$ cat src/rtl/crc_stream_ctrl.sv
`default_nettype none
// ============================================================================
// Module   : crc_stream_ctrl
// Brief    : Sequences a valid/ready word stream through an external CRC-32
//            engine and presents the final CRC through a valid/ready port.
//            Optional word counter is built when CRC_CNT_EN is defined.
// Revision : 1.0 - initial release
// ============================================================================
module crc_stream_ctrl #(
    parameter int                    DATA_WIDTH = 32,
    parameter logic [DATA_WIDTH-1:0] CRC_INIT   = 32'hFFFFFFFF,
    parameter logic [DATA_WIDTH-1:0] CRC_XOROUT = 32'hFFFFFFFF,
    parameter int                    CNT_WIDTH  = 16
) (
    input  logic                  clk,
    input  logic                  rst,
    input  logic                  start,
    input  logic                  s_valid,
    output logic                  s_ready,
    input  logic [DATA_WIDTH-1:0] s_data,
    input  logic                  s_last,
    output logic [DATA_WIDTH-1:0] eng_crc_in,
    output logic [DATA_WIDTH-1:0] eng_data_in,
    input  logic [DATA_WIDTH-1:0] eng_crc_out,
    output logic                  m_valid,
    input  logic                  m_ready,
    output logic [DATA_WIDTH-1:0] m_crc,
    output logic                  busy,
    output logic [CNT_WIDTH-1:0]  word_count
);

    typedef enum logic [1:0] {
        S_IDLE = 2'd0,
        S_RUN  = 2'd1,
        S_DONE = 2'd2
    } state_t;

    state_t                r_state;
    logic [DATA_WIDTH-1:0] r_crc;
    logic [DATA_WIDTH-1:0] r_m_crc;
    logic                  r_m_valid;
    logic                  r_busy;
    logic                  w_accept;

    // start has priority over an incoming word, so the word is refused that cycle
    assign s_ready     = (r_state == S_RUN) && !start;
    assign w_accept    = s_valid && s_ready;
    assign eng_crc_in  = r_crc;
    assign eng_data_in = s_data;
    assign m_valid     = r_m_valid;
    assign m_crc       = r_m_crc;
    assign busy        = r_busy;

    always_ff @(posedge clk) begin
        if (rst) begin
            r_state   <= S_IDLE;
            r_crc     <= CRC_INIT;
            r_m_crc   <= '0;
            r_m_valid <= 1'b0;
            r_busy    <= 1'b0;
        end else if (start) begin
            r_state   <= S_RUN;
            r_crc     <= CRC_INIT;
            r_m_valid <= 1'b0;
            r_busy    <= 1'b1;
        end else begin
            case (r_state)
                S_RUN: begin
                    if (w_accept) begin
                        r_crc <= eng_crc_out;
                        if (s_last) begin
                            r_m_crc   <= eng_crc_out ^ CRC_XOROUT;
                            r_m_valid <= 1'b1;
                            r_state   <= S_DONE;
                        end
                    end
                end
                S_DONE: begin
                    if (r_m_valid && m_ready) begin
                        r_m_valid <= 1'b0;
                        r_busy    <= 1'b0;
                        r_state   <= S_IDLE;
                    end
                end
                default: begin
                    r_state <= S_IDLE;
                end
            endcase
        end
    end

`ifdef CRC_CNT_EN
    generate
        if (1) begin : g_word_cnt
            logic [CNT_WIDTH-1:0] r_cnt;

            always_ff @(posedge clk) begin
                if (rst || start) begin
                    r_cnt <= '0;
                end else if (w_accept && (r_cnt != {CNT_WIDTH{1'b1}})) begin
                    r_cnt <= r_cnt + 1'b1;
                end
            end

            assign word_count = r_cnt;
        end
    endgenerate
`else
    generate
        if (1) begin : g_no_word_cnt
            assign word_count = '0;
        end
    endgenerate
`endif

endmodule
`default_nettype wire
$ cat config.mk
export PLATFORM = sky130hd
export DESIGN_NAME = crc_stream_ctrl
export DESIGN_NICKNAME = d
export VERILOG_FILES = /design/src/rtl/crc_stream_ctrl.sv
export SDC_FILE = /design/constraint.sdc
export NUM_CORES = 1
export LEC_CHECK = 0
export ABC_AREA = 1
export ABC_CLOCK_PERIOD_IN_PS = 2340
export BUFFER_PORTS_ARGS = -buffer_cell sky130_fd_sc_hd__buf_2
export CAP_MARGIN = 15
export CELL_PAD_IN_SITES_DETAIL_PLACEMENT = 0
export CELL_PAD_IN_SITES_GLOBAL_PLACEMENT = 1
export CORE_AREA = 2 2 101 103
export CTS_CLUSTER_DIAMETER = 150
export DETAILED_ROUTE_END_ITERATION = 10
export DIE_AREA = 0 0 103 105
export PLACE_DENSITY_LB_ADDON = 0.1
export SLEW_MARGIN = 20
export SYNTH_ARGS = -nofsm -noshare
export SYNTH_HDL_FRONTEND = slang
export SYNTH_SLANG_ARGS = --single-unit
$ cat constraint.sdc
create_clock -name clk -period 2.34 [get_ports clk]
set_input_delay 0.117 -clock clk [delete_from_list [all_inputs] [get_ports clk]]
set_output_delay 0.117 -clock clk [all_outputs]
set_load 0.02 [all_outputs]
== Word level (Yosys, flattened, before mapping) ==
Index checks and enable logic that the tools add are counted.

* Register bits after elaboration: 68
* Bits of input ports: 70
* Output and inout port bits: 115
* Word-level logic and storage cells: 41

* Equal/unequal tests: 8
* Mux-type cells: 11
* Bitwise operators: 2
* Reduce and logical (&&, ||, !) cells: 14

{| class="wikitable"
|+ Operator list
! cell !! number
|-
| $not 32->32 || 1
|-
| $ne 3x3->1 const B || 3
|-
| $reduce_and 4->1 || 2
|-
| $mux 1 || 6
|-
| $mux 2 || 3
|-
| $ne 2x2->1 const B || 3
|-
| $reduce_and 3->1 || 2
|-
| $reduce_bool 2->1 || 3
|-
| $pmux 2 s2 || 1
|-
| $reduce_and 2->1 || 2
|-
| $logic_and 1x1->1 || 3
|-
| $eq 2x1->1 const B || 1
|-
| $eq 2x2->1 const B || 1
|-
| $pmux 1 s2 || 1
|-
| $reduce_or 2->1 || 1
|-
| $logic_not 1->1 || 1
|-
| $not 1->1 || 1
|}

== Logic depth before layout (Yosys ltp) ==
Gate-level depths: netlist of run 1.

* Depth after elaboration: 6
* Gate-level depth with buffers: 8
* Mapped depth without buffers: 6

== Worst setup path before layout of run 1 ==
OpenSTA, ideal clock, no wires.

* Path type: register -> register
* Start point: register r_state[1]
* End point: register r_m_crc[15], in the netlist m_crc[15]
* Setup time: 0.113 ns
* Arrival time: 0.963 ns
* Data required time: 2.227 ns
* Setup slack: 1.264 ns
* Stages on the path, launching flop included: 9
* Path buffers: 2
* Period minus slack after synthesis: 1.076 ns
* Path through: dfxtp_1 inv_2 nand2_1 nor2_2 buf_6 buf_6 nand3_1 nand2_1 nor2_1

* Word-level cells in the longest chain between the ends: 4

{| class="wikitable"
|+ RTL lines
! element !! line !! RTL
|-
| start: declaration || 38 || <nowiki>state_t r_state;</nowiki>
|-
| start signal: assignment || 56 || <nowiki>r_state <= S_IDLE;</nowiki>
|-
| start signal: assignment || 62 || <nowiki>r_state <= S_RUN;</nowiki>
|-
| start signal: assignment || 74 || <nowiki>r_state <= S_DONE;</nowiki>
|-
| $eq 2x1->1 (*) || 46, 67 ||
|-
| $logic_and 1x1->1 || 46 || <nowiki>assign s_ready = (r_state == S_RUN) && !start;</nowiki>
|-
| $logic_and 1x1->1 || 47 || <nowiki>assign w_accept = s_valid && s_ready;</nowiki>
|-
| $reduce_and 4->1 (no line) (*) || -- ||
|-
| end signal: assignment || 72 || <nowiki>r_m_crc <= eng_crc_out ^ CRC_XOROUT;</nowiki>
|-
| end: declaration || 40 || <nowiki>logic [DATA_WIDTH-1:0] r_m_crc;</nowiki>
|}

Every way passes the cells marked *; elsewhere a longest branch is shown, timed or not.
A chain may end at the register's enable or synchronous reset.

== Worst setup path after layout of run 1 ==
* Start point: register r_state[1]
* End point: output port s_ready

* Word-level cells in the longest chain between the ends: 2

{| class="wikitable"
|+ RTL lines
! element !! line !! RTL
|-
| $eq 2x1->1 || 46 ||
|-
| $logic_and 1x1->1 || 46 ||
|-
| end: declaration || 19 || <nowiki>output logic s_ready,</nowiki>
|}

Every way passes these cells.

==> results.py, run 1 <==
metrics = {
    "critical_path": {
        "start_kind": "flop",
        "worstSetupPathType": "reg2out",
        "crit_fanout": 66,
        "worstPathRequired_ns": 2.22,
        "reg2reg_slack_ns": 0.82,
        "worstReg2RegStart": "r_state[1]",
        "arrival_ns": 1.73,
        "startpoint": "r_state[1]",
        "worstReg2RegEnd": "eng_crc_in[26]",
        "r2r_cells": 7,
        "crit_path_end": "s_ready",
        "worstSetupEndpointType": "output port",
    },
    "place": {
        "post-dp-hpwl_um": 5370,
        "port_buffers": 104,
        "dpl-instance-area_um2": 3240,
        "gp_congestion": 0.703,
    },
    "sta": {
        "fin_setup_tns_ns": 0,
        "hold_slack_ns": 0.0298,
        "slew_violations": 0,
        "rsz0062_at_grt": "no",
        "setup_violations": 0,
        "fin_skew_ns": 0.00646,
        "slew_headroom_pct": 57.1,
        "period_share_pct": 78.9,
        "post-route-min-period_ns": 1.85,
        "hold_violations": 0,
        "tightest_slew_ns": 0.644,
        "max_freq_mhz": 542,
    },
    "route": {
        "drc": 0,
        "wl_per_cell_um": 13.3,
        "via_per_inst": 4.29,
        "final_antenna_net_count": 0,
        "num_vias": 2543,
        "drtIter0Drc": 96,
        "drtPass1Iterations": 4,
        "routed_wl_um": 7890,
    },
    "clock_network": {
        "clock_sinks": 68,
        "ctsHoldBuffers": 1,
        "numCtsBuffers": 9,
        "cts_resized": 0,
        "cts_root_buf": "clkbuf_8",
        "cts_setup_buffers": 0,
        "clk-insertion-delay-late_ns": 0.34,
        "clockBufferDepth": 2,
        "cts_tree": "yes",
        "h-tree-depth": 3,
        "clk_pin_slew_worst_paths_ns": 0.08,
    },
    "power_and_ir_drop": {
        "leakage_uw": 0.00165,
        "pwr_density_cell_nw_per_um2": 693,
        "ir_worst_vdd_mv": 0.250,
        "total_power_uw": 2390,
    },
    "floorplanning": {
        "core_um2": 9640,
        "ios": 185,
        "die_w_um": 103,
        "die_y_um": 105,
        "rows": 36,
        "start_util_pct": 30.7,
        "design.die.area_um2": 10800,
    },
    "finish": {
        "fillers": 1085,
        "diodes": 0,
        "final_cell_mix": "104 x buf_2, 99 x nand3_1, 70 x nand2_1",
        "drive_above_1_share_pct": 28.7,
        "layout-area-overhead-vs-synth_pct": 16.3,
        "fin_area_um2": 3440,
        "final_common_cell": "buf_2",
        "num-nets-final": 525,
    },
    "grt": {
        "grt.total_usage_pct": 15.0,
        "grt_pass1_wl_um": 12600,
        "grt.overflow.total": 0,
        "grt_pass1_vias": 2528,
        "grt_max_degree": 67,
        "grt_antenna_before_repair": 0,
    },
    "synth": {
        "ys_types": 17,
        "synth_warnings": 0,
        "synth.top_cell.area_share_pct": 46.0,
        "syn_area_per_cell_um2": 7.57,
        "synth_area_leaders": "dfxtp_1 46%, nand3_1 17%, buf_4 13%",
        "syn_area_um2": 2960,
        "yosysTopAreaCell": "dfxtp_1",
        "ys_seq_elements": 68,
        "yosysSeqAreaShare_pct": 46.0,
        "synthCells": 391,
    },
    "hold_path": {
        "hold_class": "in2reg",
    },
    "flow_run": {
        "maxCapViolCount": 0,
    },
    "run_status": {
        "run_status": "finished clean",
    },
}
## through the flow
stage	worst slack, ns	util, %	instances
floorplan	1.26	-	406
global placement	0.809	33.6	576
detailed placement	0.763	33.6	576
CTS	0.463	35.7	593
global route	0.341	35.7	593
finish	0.494	35.7	593
## where the power goes
part | leakage (µW) | switching [µW] | total [µW] | internal (µW)
clock | 0.0000917 | 451 | 922 | 471
combinational | 0.00101 | 186 | 266 | 80.9
sequential | 0.000552 | 14.2 | 1200 | 1180
total | 0.00165 | 651 | 2390 | 1740
## layer usage
layer  vias to the layer above  global-route usage [%]  wire, µm
met3                        11                    7.09       724
met5                         -                       0         0
li1                       1321                       -         -
met4                         0                    4.14        82
met1                      1129                    18.4      3560
met2                        82                    23.4      3520
## state kept, by name (all words and copies together) (netlist names)
signal / cells
eng_crc_in: 32
r_state: 2
m_crc: 32
busy: 1
m_valid: 1
## worst min-delay path by stage
stage / start / endpoint / slack [ns] / depth (start not counted)
4_1_cts: eng_crc_out[1] / eng_crc_in[1] / 0.007 / 3
5_1_grt: eng_crc_out[31] / eng_crc_in[31] / 0.02 / 3
3_3_place_gp: s_data[0] / eng_data_in[0] / 0.23 / 0
3_5_place_dp: s_data[0] / eng_data_in[0] / 0.23 / 0
6_report: eng_crc_out[1] / eng_crc_in[1] / 0.03 / 3
2_1_floorplan: rst / busy / 0.19 / 1
## final cells by class
class | count | area [µm²] | share of cell area [%]
inverter | 6 | 22.5 | 0.654
timing repair buffer | 112 | 583 | 16.9
clock inverter | 3 | 20.0 | 0.582
multi-input combinational | 258 | 1120 | 32.5
sequential | 68 | 1360 | 39.5
tap | 133 | 166 | 4.83
clock buffer | 13 | 169 | 4.91
## cell usage after synthesis
library cell and number:
inv_1 4, dfxtp_1 68, clkbuf_1 6, buf_4 52, a21oi_1 4, buf_2 8, buf_6 5, nand2_2 1
nand2_1 70, nand3_1 99, nor2_2 1, nor2_1 65, nor2_4 1, conb_1 1, nand4_1 1, inv_2 2
buf_1 3
## worst max-delay path, cell delays in order, from the launching register on
cell and delay (ns):
dfxtp_1 0.33, inv_2 0.07, nand2_1 0.08, nor2_4 0.09, buf_4 0.54, buf_2 0.28
## cells by family after synthesis
kind of cell           share of synthesized area, %
AO/OA/AOI/OAI                                 0.676
AND/OR/NAND/NOR                                34.9
flip-flops                                     46.0
buffers and inverters                          18.3
other                                         0.127
Note: power is estimated with default switching activity, not from simulation.
==> run 2, diff against run 1 <==
Settings changed: ABC_AREA 1 to 0, ABC_CLOCK_PERIOD_IN_PS 2340 to 1780, CORE_AREA 2 2 101 103 to 2 2 100 102, DIE_AREA 0 0 103 105 to 0 0 102 104.
Clock period 2.34 ns to 1.78 ns, I/O delays scaled along.
==> run 2 against run 1 <==
Effect of this change:
- clock skew grew 0.0051 ns
- total power rose by 46%
- worst hold slack better by 0.034 ns
- largest power group is now clock
- non-clock buffer count grew 35
- clock-buffer cell count down 2
- cell count shrank 11%
- design area increased by 6.4%
- via count fell by 13%
- synthesized cell count is 28% lower
==> results.py, run 2 <==
metrics = {
    "run_status": {
        "run_status": "finished clean",
    },
    "floorplanning": {
        "design.die.area_um2": 10600,
        "die_y_um": 104,
        "core_um2": 9550,
        "start_util_pct": 28.2,
        "die_w_um": 102,
        "rows": 36,
        "ios": 185,
    },
    "route": {
        "num_vias": 2215,
        "drtIter0Drc": 58,
        "final_antenna_net_count": 0,
        "drtPass1Iterations": 4,
        "drc": 0,
        "via_per_inst": 4.20,
        "routed_wl_um": 6950,
        "wl_per_cell_um": 13.2,
    },
    "critical_path": {
        "start_kind": "flop",
        "worstReg2RegEnd": "m_crc[31]",
        "reg2reg_slack_ns": 0.34,
        "crit_fanout": 9,
        "arrival_ns": 1.66,
        "critPathSlowestCell": "dfxtp_1",
        "worstSetupPathType": "reg2reg",
        "worstSetupEndpointType": "flop",
        "crit_chain": "and4bb_2, buf_4, and2_1, a211oi_1",
        "r2r_cells": 4,
        "worstReg2RegStart": "r_state[0]",
        "worstPathRequired_ns": 1.99,
        "slowest_delay_ns": 0.42,
    },
    "finish": {
        "layout-area-overhead-vs-synth_pct": 36.0,
        "num-nets-final": 460,
        "final_cell_mix": "104 x buf_2, 68 x dfxtp_1, 65 x nand2_1",
        "multiInputGateArea_um2": 947,
        "drive_above_1_share_pct": 37.0,
        "final_cells": 528,
        "fillers": 1005,
        "final_common_cell": "buf_2",
        "diodes": 0,
        "seq_area_um2": 1360,
    },
    "synth": {
        "syn_area_per_cell_um2": 9.51,
        "ys_types": 23,
        "synth.top_cell.area_share_pct": 50.6,
        "ys_seq_elements": 68,
        "synth_area_leaders": "dfxtp_1 51%, buf_4 14%, nand2_1 9.1%",
        "yosysSeqAreaShare_pct": 50.6,
        "synth_ff_type": "dfxtp_1",
        "synthCells": 283,
        "synth.most_common_cell": "dfxtp_1",
        "synthTopCellsByCount": "68 x dfxtp_1, 65 x nand2_1, 51 x buf_4",
        "yosysTopAreaCell": "dfxtp_1",
        "syn_area_um2": 2690,
        "synth_edf_count": 0,
        "synth_warnings": 0,
        "async_flop_share_pct": 0,
    },
    "sta": {
        "hold_violations": 0,
        "rsz0062_at_grt": "no",
        "post-route-min-period_ns": 1.44,
        "fin_setup_tns_ns": 0,
        "period_share_pct": 81.1,
        "slew_violations": 0,
        "hold_slack_ns": 0.0641,
        "setup_violations": 0,
        "max_freq_mhz": 693,
        "fin_skew_ns": 0.0116,
    },
    "grt": {
        "grt_pass1_vias": 2183,
        "grt.total_usage_pct": 13.5,
        "grt_max_degree": 21,
        "grt.overflow.total": 0,
        "grt_antenna_before_repair": 0,
        "grt_pass1_wl_um": 11300,
    },
    "clock_network": {
        "cts_resized": 0,
        "cts_tree": "yes",
        "h-tree-depth": 3,
        "numCtsBuffers": 9,
        "clk-insertion-delay-late_ns": 0.34,
        "clockBufferDepth": 2,
        "cts_root_buf": "clkbuf_8",
        "clock_sinks": 68,
        "cts_setup_buffers": 0,
        "clk_pin_slew_worst_paths_ns": 0.07,
    },
    "power_and_ir_drop": {
        "leakage_uw": 0.00171,
        "ir_worst_vdd_mv": 0.328,
        "pwr_density_cell_nw_per_um2": 955,
    },
    "place": {
        "gp_congestion": 0.688,
        "port_buffers": 104,
        "dp_cells": 480,
        "post-dp-hpwl_um": 4860,
    },
    "hold_path": {
        "hold_class": "in2reg",
        "worstHoldStart": "start",
        "min_to": "busy",
        "whs_path_depth": 3,
    },
    "flow_run": {
        "maxCapViolCount": 0,
    },
}
-- run 2: cell count changes in the layout (fill, tap and decap cells not counted), moves of 5 or more --
| cell | delta |
|---|---|
| nand3_1 | -67 |
| dlygate4sd3_1 | +31 |
| nor2_1 | -62 |
| nand2_1 | -5 |
| o2bb2ai_2 | +10 |
| o2bb2ai_1 | +19 |
-- run 2: worst max-delay path by stage --
| stage | from | endpoint | slack [ns] |
|---|---|---|---|
| floorplan | r_state[1] | m_crc[21] | 0.50 |
| global placement | r_state[1] | m_valid | 0.39 |
| detailed placement | r_state[0] | m_crc[1] | 0.36 |
| CTS | r_state[0] | m_crc[1] | 0.34 |
| global route | r_state[1] | m_crc[1] | 0.23 |
| finish | r_state[0] | m_crc[31] | 0.34 |
-- run 2: cell type report --
class | count | area share, %
flip-flops and latches | 68 | 37.2
well taps | 133 | 4.55
clock buffers | 11 | 4.14
clock inverters | 5 | 2.94
multi-input cells | 163 | 25.9
repair buffers | 147 | 25.2
inverters | 1 | 0.103
-- run 2: layer usage --
metal / routed length [µm] / share of wire, % / GRT usage [%]
met3: 626 / 9.0 / 6.45
met5: 0 / 0 / 0
met1: 3130 / 45 / 17.2
met4: 62 / 0.89 / 3.05
met2: 3130 / 45 / 20.8
-- run 2: repair_timing --
action | in CTS | in global routing
hold endpoints to repair | 64 | 0
endpoints found under the setup margin | 0 | 0
hold buffers | 32 | 0
-- run 2: metrics by stage --
stage                     total power [µW]  util [%]  cell area [µm²]  worst slack [ns]
after global routing                  3660      38.3             3660             0.225
after floorplan                       1890         -             2750             0.495
after CTS                             3560      38.3             3660             0.342
after detailed placement              1880      32.3             3080             0.358
final                                 3500      38.3             3660             0.337
after global placement                1880      32.3             3080             0.388
-- run 2: power by group --
part | switching (µW) | internal (µW)
clock | 589 | 1010
combinational | 191 | 138
sequential | 16.7 | 1550
-- run 2: worst max-delay path: cells and delay by family (launching register included) --
family	cells	cell delay, ns
AOI/OAI and AO/OA	1	0.10
buffers and inverters	1	0.19
DFF	1	0.42
and+or+nand+nor	2	0.61
-- run 2: logic make-up (layout without fill, tap and decap cells) --
family | after synthesis | after routing | synth area share [%]
other | 1 | 16 | 0.139
buffers and inverters | 67 | 164 | 17.1
AO/OA/AOI/OAI | 41 | 41 | 14.7
AND/OR/NAND/NOR | 106 | 106 | 17.6
flip-flops | 68 | 68 | 50.6
==> run 3, diff against run 2 <==
Settings changed: ABC_AREA 0 to 1, ABC_CLOCK_PERIOD_IN_PS 1780 to 1200, CORE_AREA 2 2 100 102 to 2 2 110 112, DIE_AREA 0 0 102 104 to 0 0 112 114.
Clock period 1.78 ns to 1.2 ns, I/O delays scaled along.
==> run 3 against run 2 <==
Effect of this change:
- the run now ends with setup timing left
- sequential cell count is the same
- register-to-register slack lost 0.41 ns
- clock skew shrank 0.0078 ns
- clock power grew 69%
- die area grew 20%
- worst hold slack lost 0.047 ns
- setup slack lost 0.41 ns
- largest cell class unchanged
==> results.py, run 3 (synthesis gave the netlist of run 1 again) <==
metrics = {
    "run_status": {
        "run_status": "finished, violations left",
        "failed_checks": "setup timing",
    },
    "sta": {
        "rsz0062_at_grt": "yes",
        "setup_violations": 40,
        "final.setup.worst_slack_ns": -0.0713,
        "post-route-min-period_ns": 1.27,
        "fin_skew_ns": 0.00376,
        "hold_violations": 0,
        "max_freq_mhz": 787,
        "period_share_pct": 106,
        "hold_slack_ns": 0.0174,
        "slew_violations": 0,
    },
    "power_and_ir_drop": {
        "pwr_density_cell_nw_per_um2": 1300,
        "clkPwrFrac_pct": 46.5,
        "total_power_uw": 5800,
        "leakage_uw": 0.00203,
        "p_seq_share_pct": 40.3,
        "swShare_pct": 24.3,
        "ir_worst_vdd_mv": 0.746,
        "p_comb_share_pct": 13.2,
        "switchingPower_uw": 1410,
        "intPower_uw": 4400,
    },
    "flow_run": {
        "maxCapViolCount": 0,
    },
    "critical_path": {
        "slowest_delay_ns": 0.32,
        "crit_family": "buffers and inverters",
        "worstReg2RegEnd": "eng_crc_in[26]",
        "critPathSlowestCell": "dfxtp_2",
        "crit_fanout": 8,
        "worstReg2RegStart": "r_state[1]",
        "worstSetupEndpointType": "flop",
        "crit_buf_inv": 3,
        "reg2reg_slack_ns": -0.07,
        "start_kind": "flop",
        "worstSetupPathType": "reg2reg",
        "arrival_ns": 1.48,
        "r2r_cells": 8,
        "worstPathRequired_ns": 1.41,
        "crit_chain": "inv_2, nand2_2, nor2_4, buf_8, nand2_8, clkbuf_16, nand2_1, nand3_1",
    },
    "place": {
        "gp_congestion": 0.746,
        "post-dp-hpwl_um": 5920,
        "dp_cells": 601,
        "detailedPlace.worstSlack_ns": 0.0381,
        "port_buffers": 104,
    },
    "route": {
        "final_antenna_net_count": 0,
        "routed_wl_um": 9780,
        "drtIter0Drc": 107,
        "drc": 0,
        "via_per_inst": 4.34,
        "wl_per_cell_um": 14.9,
        "num_vias": 2845,
        "drtPass1Iterations": 4,
    },
    "finish": {
        "final_cells": 655,
        "drive_above_1_share_pct": 40.2,
        "final_cell_mix": "103 x buf_2, 73 x nand3_1, 66 x dfxtp_1",
        "num-nets-final": 574,
        "layout-area-overhead-vs-synth_pct": 50.4,
        "final_common_cell": "buf_2",
        "diodes": 0,
    },
    "floorplanning": {
        "start_util_pct": 25.3,
        "rows": 40,
        "die_w_um": 112,
        "design.die.area_um2": 12800,
        "core_um2": 11700,
        "die_y_um": 114,
        "ios": 185,
    },
    "clock_network": {
        "clock_sinks": 68,
        "clockBufferDepth": 2,
        "cts_tree": "yes",
        "numCtsBuffers": 9,
        "cts_root_buf": "clkbuf_16",
        "h-tree-depth": 3,
        "clk-insertion-delay-late_ns": 0.33,
        "clk_pin_slew_worst_paths_ns": 0.05,
    },
    "hold_path": {
        "worstHoldStart": "eng_crc_out[10]",
        "hold_class": "in2reg",
        "min_to": "eng_crc_in[10]",
        "whs_path_depth": 3,
    },
    "grt": {
        "grt_antenna_before_repair": 0,
        "grt_max_degree": 24,
        "grt_pass1_vias": 2730,
        "grt_pass1_wl_um": 14600,
        "grt.overflow.total": 0,
        "grt.total_usage_pct": 14.8,
    },
}
[run 3: final cells by class]
type,count,area [µm²]
clock buffer,14,274
clock inverter,1,30.0
fill,1248,7260
inverter,6,22.5
multi-input combinational,258,1340
sequential,68,1360
tap,147,184
timing repair buffer,161,1230
[run 3: stage by stage]
stage	cell area [µm²]	setup TNS [ns]	util [%]
floorplan	3020	0	-
CTS	4040	-1.63	34.5
global placement	3370	0	28.8
global route	4450	-5.38	38.0
detailed placement	3370	0	28.8
finish	4450	-1.42	38.0
[run 3: what timing repair did]
| item | in CTS | in global routing |
|---|---|---|
| endpoints found under the setup margin | 1 | 65 |
| pin swaps | 1 | 18 |
| hold endpoints to repair | 26 | 0 |
| hold buffers | 25 | 0 |
| gates cloned | 2 | 6 |
| gates resized for setup | 12 | 65 |
| setup buffers | 4 | 4 |
[run 3: power by group through the flow]
| stage | clock [µW] | combinational (µW) | sequential (µW) |
|---|---|---|---|
| after floorplan | 0 | 477 | 2450 |
| after global placement | 0 | 567 | 2390 |
| after detailed placement | 0 | 568 | 2390 |
| after CTS | 2800 | 684 | 2340 |
| after global routing | 2920 | 836 | 2350 |
| final | 2700 | 764 | 2340 |
[run 3: worst min-delay path: cells and delay by family]
kind          cells  cell delay (ns)
buf+inv           1             0.10
simple gates      2             0.16
[run 3: metal layers]
layer	GRT usage, %	vias to the layer above	wire length, µm
met5	0	-	0
met4	6.91	0	162
met3	5.15	15	684
met2	22.6	96	4520
met1	18.8	1308	4420
li1	-	1426	-
[run 3: worst max path at each step]
stage / end / slack (ns) / start / cells past startpoint
after global placement: r_state[1] / 0.06 / r_state[1] / 6
after detailed placement: m_crc[9] / 0.04 / r_state[1] / 7
after CTS: s_ready / -0.06 / r_state[1] / 5
after floorplan: m_crc[15] / 0.12 / r_state[1] / 8
final: eng_crc_in[26] / -0.07 / r_state[1] / 8
after global routing: eng_crc_in[8] / -0.12 / r_state[1] / 8
